<file path="config.mk">
export PLATFORM = sky130hd
export DESIGN_NAME = alu_issue_ctrl
export DESIGN_NICKNAME = d
export VERILOG_FILES = /design/src/rtl/alu_issue_ctrl.sv
export SDC_FILE = /design/constraint.sdc
export NUM_CORES = 1
export LEC_CHECK = 0
export CAP_MARGIN = 20
export CORE_MARGIN = 1
export CORE_UTILIZATION = 50
export DETAILED_ROUTE_END_ITERATION = 6
export PLACE_DENSITY = 0.8
export SYNTH_ARGS = -nofsm -noshare
export SYNTH_HDL_FRONTEND = slang
export SYNTH_SLANG_ARGS = --single-unit
</file>
<file path="constraint.sdc">
create_clock -name clk -period 2.99 [get_ports clk]
set_input_delay 0.7475 -clock clk [delete_from_list [all_inputs] [get_ports clk]]
set_output_delay 0.7475 -clock clk [all_outputs]
set_load 0.01 [all_outputs]
</file>
<file path="src/rtl/alu_issue_ctrl.sv">
// Issue controller: accepts one RV32 ALU instruction, decodes it, drives the ALU, returns the result.
// Latency: the result is offered two edges after the accept edge. Only one instruction is in flight, and the controller holds it in RESP until res_ready.
module alu_issue_ctrl #(
  parameter int WIDTH    = 32,
  parameter int OP_WIDTH = 3
) (
  input  logic                clk,
  input  logic                rst_n,
  input  logic                instr_valid,
  output logic                instr_ready,
  input  logic [31:0]         instr,
  input  logic [WIDTH-1:0]    rs1_data,
  input  logic [WIDTH-1:0]    rs2_data,
  output logic [OP_WIDTH-1:0] alu_op,
  output logic [WIDTH-1:0]    alu_a,
  output logic [WIDTH-1:0]    alu_b,
  input  logic [WIDTH-1:0]    alu_out,
  output logic                res_valid,
  input  logic                res_ready,
  output logic [WIDTH-1:0]    res_data,
  output logic [4:0]          res_rd,
  output logic                res_illegal,
  output logic                busy
);

  typedef enum logic [1:0] {IDLE, DECODE, EXEC, RESP} state_t;

  localparam logic [6:0] OPC_R = 7'b0110011;
  localparam logic [6:0] OPC_I = 7'b0010011;

  state_t             state;
  logic [11:0]        hi_q;     // instr[31:20]: funct7 for R-type, immediate for I-type
  logic [2:0]         funct3_q;
  logic [4:0]         rd_q;
  logic [6:0]         opcode_q;
  logic [WIDTH-1:0]   rs1_q;
  logic [WIDTH-1:0]   rs2_q;

  logic               dec_legal;
  logic [OP_WIDTH-1:0] dec_op;
  logic [WIDTH-1:0]   dec_b;
  logic [6:0]         funct7;

  // Source register index fields are resolved upstream; only the data is used here.
  logic unused_rs_idx;
  assign unused_rs_idx = ^instr[19:15];

  assign funct7 = hi_q[11:5];

  always_comb begin
    dec_legal = 1'b0;
    dec_op    = '0;
    dec_b     = '0;
    if (opcode_q == OPC_R) begin
      dec_b = rs2_q;
      if (funct7 == 7'b0000000) begin
        dec_legal = 1'b1;
        case (funct3_q)
          3'b000:  dec_op = OP_WIDTH'(1);
          3'b111:  dec_op = OP_WIDTH'(3);
          3'b110:  dec_op = OP_WIDTH'(4);
          3'b100:  dec_op = OP_WIDTH'(5);
          default: dec_legal = 1'b0;
        endcase
      end else if (funct7 == 7'b0100000 && funct3_q == 3'b000) begin
        dec_legal = 1'b1;
        dec_op    = OP_WIDTH'(2);
      end
    end else if (opcode_q == OPC_I) begin
      dec_b     = {{(WIDTH-12){hi_q[11]}}, hi_q};
      dec_legal = 1'b1;
      case (funct3_q)
        3'b000:  dec_op = OP_WIDTH'(1);
        3'b111:  dec_op = OP_WIDTH'(3);
        3'b110:  dec_op = OP_WIDTH'(4);
        3'b100:  dec_op = OP_WIDTH'(5);
        default: dec_legal = 1'b0;
      endcase
    end
  end

  always_ff @(posedge clk or negedge rst_n) begin
    if (!rst_n) begin
      state       <= IDLE;
      hi_q        <= '0;
      funct3_q    <= '0;
      rd_q        <= '0;
      opcode_q    <= '0;
      rs1_q       <= '0;
      rs2_q       <= '0;
      instr_ready <= 1'b0;
      alu_op      <= '0;
      alu_a       <= '0;
      alu_b       <= '0;
      res_valid   <= 1'b0;
      res_data    <= '0;
      res_rd      <= '0;
      res_illegal <= 1'b0;
      busy        <= 1'b0;
    end else begin
      case (state)
        IDLE: begin
          instr_ready <= 1'b1;
          if (instr_valid && instr_ready) begin
            hi_q        <= instr[31:20];
            funct3_q    <= instr[14:12];
            rd_q        <= instr[11:7];
            opcode_q    <= instr[6:0];
            rs1_q       <= rs1_data;
            rs2_q       <= rs2_data;
            instr_ready <= 1'b0;
            busy        <= 1'b1;
            state       <= DECODE;
          end
        end
        DECODE: begin
          alu_op      <= dec_legal ? dec_op : '0;
          alu_a       <= dec_legal ? rs1_q : '0;
          alu_b       <= dec_legal ? dec_b : '0;
          res_rd      <= rd_q;
          res_illegal <= ~dec_legal;
          state       <= EXEC;
        end
        EXEC: begin
          // Writes to x0 and illegal instructions return zero regardless of the ALU.
          res_data  <= (res_illegal || res_rd == 5'd0) ? '0 : alu_out;
          res_valid <= 1'b1;
          state     <= RESP;
        end
        RESP: begin
          if (res_ready) begin
            res_valid   <= 1'b0;
            alu_op      <= '0;
            instr_ready <= 1'b1;
            busy        <= 1'b0;
            state       <= IDLE;
          end
        end
        default: state <= IDLE;
      endcase
    end
  end

endmodule
</file>
Word-level counts from Yosys, hierarchy flattened
Index checks and enable logic that the tools add are counted.
{"block": "word_totals", "regBits": 201, "inputBits": 132, "output_inout_bits": 108, "word_cells": 73}
{"block": "classes", "n_eq_ne": 11, "n_mux": 28, "bitwise_logic": 1, "n_reduce_logical": 17}
{"op": "two-way mux 32 bit", "n": 5}
{"op": "two-way mux 3 bit", "n": 5}
{"op": "equality test 7 x 6 -> 1 bit (second input constant)", "n": 2}
{"op": "one-hot mux 3 bit (4 select lines)", "n": 1}
{"op": "AND reduction 2 bit", "n": 5}
{"op": "equality test 3 bit (second input constant)", "n": 3}
{"op": "two-way mux 1 bit", "n": 9}
{"op": "one-hot mux 2 bit (4 select lines)", "n": 1}
{"op": "equality test 7 x 5 -> 1 bit (second input constant)", "n": 1}
{"op": "logical NOT 7 bit", "n": 1}
{"op": "two-way mux 2 bit", "n": 3}
{"op": "one-hot mux 1 bit (2 select lines)", "n": 3}
{"op": "one-hot mux 3 bit (2 select lines)", "n": 1}
{"op": "nonzero test 2 bit", "n": 3}
{"op": "logical NOT 5 bit", "n": 1}
{"op": "equality test 2 bit (second input constant)", "n": 2}
{"op": "!= test 2 bit (second input constant)", "n": 2}
{"op": "OR reduction 4 bit", "n": 1}
{"op": "logical NOT 3 bit", "n": 1}
{"op": "AND reduction 3 bit", "n": 1}
{"op": "equality test 2 x 1 -> 1 bit (second input constant)", "n": 1}
{"op": "logical AND 1 bit", "n": 2}
{"op": "logical NOT 2 bit", "n": 1}
{"op": "logical OR 1 bit", "n": 1}
{"op": "NOT 1 bit", "n": 1}

Depth between registers and ports, before layout
{"block": "logic_depth", "ltp_word": 7, "mapped_depth": 8}

Least setup slack after synthesis
No wires, ideal clock.
{"block": "synth_timing", "path_type": "input to register", "start": "in instr_valid", "end": "reg funct3_q[0]", "setup_ns": 0.125, "arrival_ns": 1.818, "path_slack_ns": 1.047, "cell_stages": 4, "n_path_buf": 2, "cell_sequence": "nand3_1 > clkbuf_1 > clkbuf_1 > mux2_2"}
{"block": "synth_between", "elab_chain_cells": 2}
{"item": "start: declaration", "line": "9", "source": "input logic instr_valid,"}
{"item": "logical AND 1 bit", "line": "104", "source": "if (instr_valid && instr_ready) begin"}
{"item": "AND reduction 2 bit (no source line)"}
{"item": "end signal: assignment", "line": "106", "source": "funct3_q <= instr[14:12];"}
{"item": "end: declaration", "line": "33", "source": "logic [2:0] funct3_q;"}
No other way between the ends.
A chain may end at the register's enable or synchronous reset.

Final worst setup path
{"block": "layout_timing", "start": "reg hi_q[5]", "end": "reg alu_a[24]"}
{"block": "layout_between", "elab_chain_cells": 6}
{"item": "start: declaration", "line": "32", "source": "logic [11:0] hi_q;"}
{"item": "start signal: assignment", "line": "105", "source": "hi_q <= instr[31:20];"}
{"item": "equality test 7 x 6 -> 1 bit", "line": "65", "source": "end else if (funct7 == 7'b0100000 && funct3_q == 3'b000) begin"}
{"item": "logical AND 1 bit", "line": "65"}
{"item": "two-way mux 1 bit", "line": "65"}
{"item": "two-way mux 1 bit *", "line": "56", "source": "if (funct7 == 7'b0000000) begin"}
{"item": "two-way mux 1 bit *", "line": "54", "source": "if (opcode_q == OPC_R) begin"}
{"item": "two-way mux 32 bit *", "line": "118", "source": "alu_a <= dec_legal ? rs1_q : '0;"}
{"item": "end signal: assignment", "line": "118"}
{"item": "end: declaration", "line": "15", "source": "output logic [WIDTH-1:0] alu_a,"}
Every way passes the cells marked *; elsewhere a longest branch is shown, timed or not.

==> qor.yml <==
synthTopCellsByArea: "dfrtp_1, mux2_2, o41ai_2, nand2_1, inv_1"
hold_buffers: 0
avgSynthCellArea_um2: 12.4
synth_seq_cells: 201
timing.clock.skew_ns: 0.0172
clk-insertion-delay-late_ns: 0.50
nets: 1046
yosysWarnings: 0
grt_max_degree: 70
dp_hpwl_mm: 13.8
cts_tree: "yes"
cp-start-kind: "flop"
syn_nets: 831
cts_made_buffers: 22
htree_levels: 1
path_max_fanout: 31
crit_type: "flop to flop"
post_cts_resized: 0
setup_tns_ns: 0
finalWirelength_mm: 21.0
slew_viol_final: 0
relSlewSlack: 0.275
holdWs_ns: 0.276
seq_area_mm2: 0.00503
critical_path.cell_chain: "or4_4 -> o31a_2 -> buf_4 -> o41ai_2"
synth_compound_area_frac: 0.137
max-clock-path-buffers: 3
die_h_um: 134
placedCellCount: 1106
multi_input_area_mm2: 0.00312
ir_drop_mv: 0.536
hold_viol_final: 0
synthMuxAreaShare: 0.142
r2r_cells: 4
via_per_inst: 5.45
io_pins: 240
min_path_type: "primary input to async pin"
drc: 0
postSynthCellCount: 695
rrSetupSlack_ns: 0.69
synth_area_mm2: 0.00865
postSynth.asyncResetShare: 1.00
wl_per_cell_um: 18.4
min_period_ns: 2.30
status: "finished clean"
synth.top_cells.by_count: "dfrtp_1, nand2_1, mux2_2"
cp_num_buf_inv: 1
grt_use_total: 0.240
synthFlopType: "dfrtp_1"
synth-simple-area-share: 0.0709
p_per_area_mw_per_mm2: 805
antenna_found_initial: 1
final_cells: 1145
num_vias: 6245
cts.sinks: 201
post-cts-setup-buffers: 0
die_area_mm2: 0.0178
setup_viol: 0
clk_pin_slew_ns: 0.06
cap_violations: 0
synth_cell_types: 38
grt_pass1_wl_mm: 34.1
yosysTopAreaCell: "dfrtp_1"
timing.rr.start: "hi_q[5]"
yosysMostFrequentCell: "dfrtp_1"
leakage_nw: 5.18
synth_top_family_by_area: "multiplexers"
crit_path_top_delay_cell: "o31a_2"
gp_congestion: 0.792
max_stage_delay_ns: 0.62
drive_gt1_frac: 0.213
initial_core_util: 0.516
fp.coreArea_mm2: 0.0168
synth_xor_xnor_area_share: 0
grt_overflow_total: 0
worst-endpoint-arrival_ns: 2.68
grt_pass1_vias: 6422
drt_iter0_markers: 337
nFillCells: 1202
finalCritPeriodShare: 0.768
die_x_um: 134
critPathCaptureType: "flop"
firstDrtPassIters: 4
synth_top_area_frac: 0.581
tightest_slew_ns: 1.09
rows: 47
fmax_mhz: 436
synth-edff-count: 0
cp_top_family: "compound AO/OA/AOI/OAI gates"
synthToLayoutAreaGrowth_pct: 38.0
synthAdderAreaFrac: 0.00579
worstPathRequired_ns: 3.37
root_buffer: "clkbuf_16"
r2r_end: "alu_a[24]"
port-buffer-count: 234
ant_nets: 0
rsz0062_at_grt: "no"
yosysSeqAreaShare: 0.581
==> report_power, final <==
| part | leakage (nW) | internal, mW | switching (mW) |
|---|---|---|---|
| combinational | 2.23 | 1.36 | 1.69 |
| clock | 0.358 | 1.61 | 1.05 |
| sequential | 2.59 | 3.46 | 0.441 |
==> worst max-delay path by stage <==
stage,from,end,depth (start not counted)
3_5_place_dp,instr_valid,rd_q[2],4
6_report,hi_q[5],alu_a[24],4
3_3_place_gp,instr_valid,rs2_q[21],4
2_1_floorplan,instr_valid,funct3_q[0],4
5_1_grt,hi_q[5],alu_a[29],4
4_1_cts,instr_ready,instr_ready,1
==> per-layer routing <==
layer	routed length (um)	up-vias	GRT usage
met3	1270	50	0.0483
li1	-	2896	-
met2	10200	193	0.395
met4	646	0	0.0833
met5	0	-	0
met1	8920	3106	0.317
==> kinds of logic (layout without fill, tap and decap cells) <==
family / Yosys count / in the layout
AND/OR/NAND/NOR: 138 / 138
multiplexers: 111 / 111
buffers and inverters: 129 / 358
AO/OA/AOI/OAI: 112 / 112
flip-flops: 201 / 201
other: 0 / 1
adder cells (fa/ha/maj): 4 / 4
==> worst register-to-register path, stage by stage (launching register included) <==
cell	delay [ns]
dfrtp_1	0.40
or4_4	0.57
o31a_2	0.62
buf_4	0.37
o41ai_2	0.22
==> final cells by class <==
cell class	count	share of cell area
clock inverters	6	0.00493
clock buffers	32	0.0552
inverters	71	0.0223
flip-flops and latches	201	0.421
diodes	1	0.000210
well taps	220	0.0231
repair buffers	249	0.211
multi-input cells	365	0.262
==> stage by stage <==
stage / power, mW / setup WS, ns / area [um2] / util
finish: 9.61 / 0.694 / 11900 / 0.712
global route: 10.2 / 0.589 / 11900 / 0.712
CTS: 9.71 / 0.698 / 11900 / 0.712
detailed placement: 7.01 / 0.527 / 11200 / 0.669
global placement: 6.89 / 0.566 / 11200 / 0.669
floorplan: 6.02 / 1.05 / 8650 / -
==> registers in the layout, summed over array words and instances, names as in the netlist <==
| name | count |
|---|---|
| alu_a | 32 |
| alu_b | 32 |
| res_data | 32 |
| rs1_q | 32 |
| rs2_q | 32 |
| hi_q | 12 |
| opcode_q | 7 |
| rd_q | 5 |
| res_rd | 5 |
| alu_op | 3 |
| funct3_q | 3 |
| state | 2 |
| busy | 1 |
| instr_ready | 1 |
| res_illegal | 1 |
| res_valid | 1 |
==> cells in the final DEF, fill, tap and decap left out, types with 2 or more instances in the layout <==
master	n
buf_12	5
buf_4	10
clkbuf_1	4
clkbuf_16	23
clkbuf_8	6
clkdlybuf4s50_1	233
clkinv_2	4
dfrtp_1	201
ha_1	3
inv_1	70
mux2_2	97
mux2i_1	14
nand2_1	102
nor2_1	3
nor4_1	21
o21ai_0	3
o22ai_1	33
o32a_1	2
o41ai_1	26
o41ai_2	39
or4_1	2
Note: power is estimated with default switching activity, not from simulation.
